**config.mk**
```make
export PLATFORM = sky130hd
export DESIGN_NAME = bytes_to_dibits
export DESIGN_NICKNAME = d
export VERILOG_FILES = /design/src/rtl/bytes_to_dibits_pkg.sv /design/src/rtl/bytes_to_dibits_crc32.sv /design/src/rtl/bytes_to_dibits.sv
export SDC_FILE = /design/constraint.sdc
export NUM_CORES = 1
export LEC_CHECK = 0
export CAP_MARGIN = 20
export CORE_MARGIN = 1.5
export CORE_UTILIZATION = 25
export DETAILED_ROUTE_END_ITERATION = 7
export GPL_TIMING_DRIVEN = 0
export SYNTH_ARGS = -nofsm -noshare
export SYNTH_HDL_FRONTEND = slang
export SYNTH_SLANG_ARGS = --single-unit
```
**constraint.sdc**
```tcl
create_clock -name clk -period 4.9 [get_ports clk]
set_clock_uncertainty 0.2 [all_clocks]
set_input_delay 0.98 -clock clk [delete_from_list [all_inputs] [get_ports clk]]
set_output_delay 0.98 -clock clk [all_outputs]
set_load 0.05 [all_outputs]
```
**src/rtl/bytes_to_dibits_pkg.sv**
```systemverilog
// Shared constants and helpers for the RMII byte/dibit datapath and its CRC-32.
package bytes_to_dibits_pkg;

  localparam int BYTE_LEN = 8;
  localparam logic [31:0] CRC32_POLY_REFLECTED = 32'hEDB88320;
  localparam logic [31:0] CRC32_INIT = 32'hFFFFFFFF;

  function automatic int clog2(input int v);
    int r;
    r = 0;
    for (int i = 0; i < 31; i++) begin
      if ((1 << i) < v) r = i + 1;
    end
    return r;
  endfunction

  localparam int DIBITS = BYTE_LEN / 2;
  localparam int CNT_W = clog2(DIBITS);

  typedef enum logic {
    S_IDLE  = 1'b0,
    S_SHIFT = 1'b1
  } ser_state_t;

  // Reflected CRC-32, two bits per call, d[0] absorbed first.
  function automatic logic [31:0] crc32_dibit(input logic [31:0] s, input logic [1:0] d);
    logic [31:0] c;
    c = s;
    for (int i = 0; i < 2; i++) begin
      if (c[0] ^ d[i]) c = (c >> 1) ^ CRC32_POLY_REFLECTED;
      else             c = c >> 1;
    end
    return c;
  endfunction

endpackage

```
**src/rtl/bytes_to_dibits_crc32.sv**
```systemverilog
// Two-bit-per-cycle reflected Ethernet CRC-32; shared between RMII TX and RX paths.
module crc32
  import bytes_to_dibits_pkg::*;
(
  input  logic        clk,
  input  logic        reset,
  input  logic        clear,
  input  logic        inclk,
  input  logic [1:0]  in,
  output logic [31:0] out
);

  logic [31:0] state_q, state_d;

  // clear restarts the register before the same dibit is absorbed.
  always_comb begin
    state_d = state_q;
    if (inclk) state_d = crc32_dibit(clear ? CRC32_INIT : state_q, in);
  end

  always_ff @(posedge clk or negedge reset) begin
    if (!reset) state_q <= CRC32_INIT;
    else        state_q <= state_d;
  end

  assign out = ~state_q;

endmodule

```
**src/rtl/bytes_to_dibits.sv**
```systemverilog
// Byte-to-dibit serializer for RMII TX, LSB dibit first, with end-of-stream
// passthrough and a running FCS over the emitted dibits.
module bytes_to_dibits
  import bytes_to_dibits_pkg::*;
(
  input  logic                clk,
  input  logic                reset,
  input  logic                inclk,
  input  logic [BYTE_LEN-1:0] in,
  input  logic                done_in,
  output logic [1:0]          out,
  output logic                outclk,
  output logic                idle,
  output logic                done_out,
  output logic [31:0]         crc
);

  ser_state_t          state_q, state_d;
  logic [CNT_W-1:0]    cnt_q, cnt_d;
  logic [BYTE_LEN-1:0] shreg_q, shreg_d;
  logic                pend_q, pend_d;
  logic                done_q, done_d;
  logic                newf_q, newf_d;
  logic                last, accept, fire;

  always_comb begin
    state_d = state_q;
    cnt_d   = cnt_q;
    shreg_d = shreg_q;
    last    = (state_q == S_SHIFT) && (cnt_q == CNT_W'(DIBITS - 1));
    accept  = inclk && ((state_q == S_IDLE) || last);
    // The end marker waits until the shifter is idle and no byte is starting.
    fire    = (pend_q || done_in) && (state_q == S_IDLE) && !accept;

    if (accept) begin
      state_d = S_SHIFT;
      cnt_d   = '0;
      shreg_d = in;
    end else if (state_q == S_SHIFT) begin
      shreg_d = shreg_q >> 2;
      cnt_d   = cnt_q + 1'b1;
      if (last) state_d = S_IDLE;
    end

    pend_d = fire ? 1'b0 : (pend_q || done_in);
    done_d = fire;
    newf_d = fire ? 1'b1 : ((state_q == S_SHIFT) ? 1'b0 : newf_q);
  end

  always_ff @(posedge clk or negedge reset) begin
    if (!reset) begin
      state_q <= S_IDLE;
      cnt_q   <= '0;
      shreg_q <= '0;
      pend_q  <= 1'b0;
      done_q  <= 1'b0;
      newf_q  <= 1'b1;
    end else begin
      state_q <= state_d;
      cnt_q   <= cnt_d;
      shreg_q <= shreg_d;
      pend_q  <= pend_d;
      done_q  <= done_d;
      newf_q  <= newf_d;
    end
  end

  assign out      = shreg_q[1:0];
  assign outclk   = (state_q == S_SHIFT);
  assign idle     = (state_q == S_IDLE);
  assign done_out = done_q;

  crc32 u_crc (
    .clk   (clk),
    .reset (reset),
    .clear (newf_q && outclk),
    .inclk (outclk),
    .in    (out),
    .out   (crc)
  );

endmodule

```
### Word-level counts from Yosys, hierarchy flattened

Cells that the tools add are included.

| operators by class | value |
|---|---|
| equality and inequality tests | 1 |
| multiplexer cells | 14 |
| bitwise operators | 6 |
| $add $sub $neg | 1 |
| reduce and logical (&&, ||, !) cells | 10 |

Operators with widths:

| operator | count |
|---|---|
| 32-bit 2-to-1 mux | 4 |
| 32-bit NOT | 1 |
| 13-bit NOT with 14-bit output | 2 |
| 8-bit 2-to-1 mux | 2 |
| 1-bit 2-to-1 mux | 6 |
| 1-bit logical AND | 5 |
| 2-bit 2-to-1 mux | 2 |
| 2-bit nonzero test | 2 |
| 2-bit by 1-bit adder with 2-bit output, second input constant | 1 |
| 2-bit == test, second input constant | 1 |
| 1-bit logical OR | 2 |
| 1-bit XOR | 2 |
| 1-bit zero test | 1 |
| 1-bit NOT | 1 |

| word-level totals | value |
|---|---|
| bits of input ports | 12 |
| output and inout bits | 37 |
| logic and storage cells | 39 |
| flip-flop bits (word level) | 46 |

### Logic depth before layout (Yosys ltp)

Gate-level depths: netlist (run 1).

| logic depth | value |
|---|---|
| word-level depth | 7 |
| gate-level depth with buffers | 6 |
| depth with buffers taken out | 5 |

### By module

From an unflattened synthesis (run 1), not the netlist that was laid out.

| second synthesis, totals | value |
|---|---|
| cell total of the unflattened synthesis | 258 |
| area, all modules | 2524.9 um^2 |

By module, submodules not included:

| module | cells each | instances | seq. area each (um^2) | area each (um^2) |
|---|---|---|---|---|
| crc32 | 197 | 1 | 840.8 | 1835.5 |
| bytes_to_dibits | 61 | 1 | 351.6 | 689.4 |

### Worst setup path after synthesis (run 1)

OpenSTA, ideal clock, no wires.

| timing | value |
|---|---|
| kind | register -> output |
| start | register state_q (netlist: outclk) |
| end | output idle |
| arrival | 1.252 ns |
| slack | 2.468 ns |
| required time | 3.720 ns |
| buffers on the path | 2 |
| cell stages (with the launch flop) | 4 |
| cell sequence | dfrtp_1 > clkbuf_8 > buf_6 > inv_1 |

| between the ends | value |
|---|---|
| cells in the longest elaborated chain, start to end | 1 |

Ends and longest elaborated chain:

| what | RTL line | text |
|---|---|---|
| start, declared | bytes_to_dibits.sv:18 | `ser_state_t state_q, state_d;` |
| start signal, assigned | bytes_to_dibits.sv:59 | `state_q <= state_d;` |
| 1-bit NOT | bytes_to_dibits.sv:70 | `assign idle = (state_q == S_IDLE);` |
| end, declared | bytes_to_dibits.sv:13 | `output logic idle,` |

Every way passes these cells.

### Worst setup path after layout (run 1)

Same ends and word-level chain as after synthesis.

==> flow_metrics.env, run 1 <==
export IMPL_placementRows=36
export IMPL_start_kind="register"
export IMPL_fmax_mhz=325
export IMPL_critPathLaunch="outclk"
export IMPL_drive_above_1_share=0.174
export IMPL_clk_latency_ns=0.30
export IMPL_synthArstFlopShare=1.00
export IMPL_hold_viol=0
export IMPL_die_area_sq_um=10700
export IMPL_fin_crit_ns=3.07
export IMPL_hold_buffers=0
export IMPL_place_port_buffers=47
export IMPL_tns_ns=0
export IMPL_clk_pin_slew_ns=0.09
export IMPL_grt_pass1_vias=1980
export IMPL_period_share=0.627
export IMPL_io_pins=49
export IMPL_arrival_ns=1.89
export IMPL_cap_violations=0
export IMPL_cts_tree="done"
export IMPL_yosysSeqAreaShare=0.473
export IMPL_antenna_found_initial=0
export IMPL_final_common_cell="clkdlybuf4s50_1"
export IMPL_ant_nets=0
export IMPL_r2r_start="u_crc.state_q[0]"
export IMPL_wl_um=6030
export IMPL_vias=1934
export IMPL_die_h_um=103
export IMPL_grt_busiest_layer="met2"
export IMPL_layout_nets=339
export IMPL_initial_core_util=0.258
export IMPL_cts_resized=0
export IMPL_crit_required_ns=3.72
export IMPL_synth_edff_count=0
export IMPL_grt_pass1_wl_um=9920
export IMPL_worstHoldPathType="register to register"
export IMPL_mostFrequentLayoutCells="clkdlybuf4s50_1 (46), nor2_1 (44), inv_1 (39), xnor2_1 (33), dfstp_2 (33)"
export IMPL_postSynthCellCount=271
export IMPL_coreArea_sq_um=9770
export IMPL_first_pass_iters=5
export IMPL_ys_ff_latch=46
export IMPL_gr_total_overflow=0
export IMPL_cts_max_path_buffers=2
export IMPL_grt_use_met2=0.206
export IMPL_rsz0062_at_grt="no"
export IMPL_cts_htree_levels=2
export IMPL_grt_max_degree=33
export IMPL_worstHoldStart="u_crc.state_q[26]"
export IMPL_postSynthAreaPerCell_sq_um=9.30
export IMPL_synthFlopType="dfstp_2"
export IMPL_post_dp_hpwl_um=4300
export IMPL_die_w_um=103
export IMPL_place_ws_ns=2.16
export IMPL_cts_setup_buffers=0
export IMPL_crit_fanout=10
export IMPL_critPathKind="register to output port"
export IMPL_drc=0
export IMPL_ys_warn_count=0
export IMPL_hold_ws_ns=0.302
export IMPL_vias_per_cell=4.20
export IMPL_wl_per_cell_um=13.1
export IMPL_clock_sinks=46
export IMPL_end_kind="output port"
export IMPL_grtUsageMet1=0.159
export IMPL_cts_buffers=5
export IMPL_final_max_slew_violation_count=0
export IMPL_tightest_slew_ns=0.511
export IMPL_diodes=0
export IMPL_syn_nets=284
export IMPL_drt_iter0_drc=77
export IMPL_grtUsageTotal=0.122
export IMPL_setup_viol=0
export IMPL_setup_slack_ns=1.83
export IMPL_routabilityCongestion=0.798
export IMPL_cts_root_buf="clkbuf_8"
export IMPL_relSlewSlack=0.659
export IMPL_grt_util_met3=0.0249
export IMPL_status="finished clean"
export IMPL_synth_distinct_cells=27
export IMPL_synth_area_sq_um=2520
export IMPL_area_growth_synth_to_final_pct=31.1
==> cell families (layout without fill, tap and decap cells) <==
logic type      count (synthesis)  count (layout)  synth area share
buf+inv                        61             117             0.119
xor+xnor                       41              41             0.150
flops                          46              46             0.473
fa+ha+maj                       1               1           0.00496
compound gates                 62              62             0.138
simple gates                   51              51            0.0789
mux                             9               9            0.0358
==> final timing paths <==
path	endpoint	slack [ns]	depth (start not counted)
max	idle	1.83	4
min	u_crc.state_q[26]	0.30	2
max reg2reg	u_crc.state_q[23]	3.20	5
min reg2reg	u_crc.state_q[26]	0.30	2
max in group asynchronous	newf_q	3.55	2
min in group asynchronous	u_crc.state_q[11]	0.66	1
==> per-stage QoR <==
stage,utilization,std cells,area (sq um)
2_1_floorplan,-,271,2520
3_3_place_gp,0.323,451,3160
3_5_place_dp,0.325,452,3170
4_1_cts,0.338,460,3300
5_1_grt,0.338,460,3300
6_report,0.338,460,3300
==> routing by layer <==
metal	share of wire	vias up
li1	-	966
met1	0.47	907
met2	0.48	54
met3	0.044	7
met4	0.0073	0
met5	0	-
==> critical path, stage by stage (launching register included) <==
cell,delay [ns]
dfrtp_1,0.40
clkbuf_8,0.17
buf_6,0.15
inv_1,0.07
clkdlybuf4s50_1,0.80
==> cell type report <==
class	instances	area (sq um)
well taps	133	166
repair buffers	48	485
multi-input cells	164	1030
clock buffers	8	133
plain buffers	22	154
fillers	1022	6470
inverters	39	146
flip-flops and latches	46	1190
==> cell usage after synthesis (7+ instances only) <==
library cell  number  share of area
clkbuf_1           9          0.013
inv_1             39          0.058
nor2_1            44          0.066
xor2_1             7          0.024
xnor2_1           33           0.11
a21oi_1           20          0.040
dfrtp_1           13           0.13
o21ai_0           26          0.052
mux2i_1            9          0.036
dfstp_2           33           0.34
==> state kept, by name, indices dropped and copies added, names as in the netlist <==
register,flops
cnt_q,2
pend_q,1
newf_q,1
u_crc.state_q,32
outclk,1
done_out,1
shreg_q,8
Power of run 1 is not shown: default switching activity piles up to over one toggle a cycle in this logic, so the estimate is an artifact.
==> run 2: changes to the inputs <==
==> constraint.sdc (replaced) <==
create_clock -name clk -period 3 [get_ports clk]
set_clock_uncertainty 0.2 [all_clocks]
set_input_delay 0.6 -clock clk [delete_from_list [all_inputs] [get_ports clk]]
set_output_delay 0.6 -clock clk [all_outputs]
set_load 0.05 [all_outputs]
==> results of run 2 <==
Same layout as run 1 (identical final DEF). Status: finished clean.
Main changes from that run: setup slack after placement 2.16 ns -> 0.641 ns; setup slack after layout 1.83 ns -> 0.308 ns; hold slack 0.302 ns -> 0.275 ns; register-to-register setup slack 3.20 ns -> 1.30 ns
Power of run 2 is left out for the same reason.
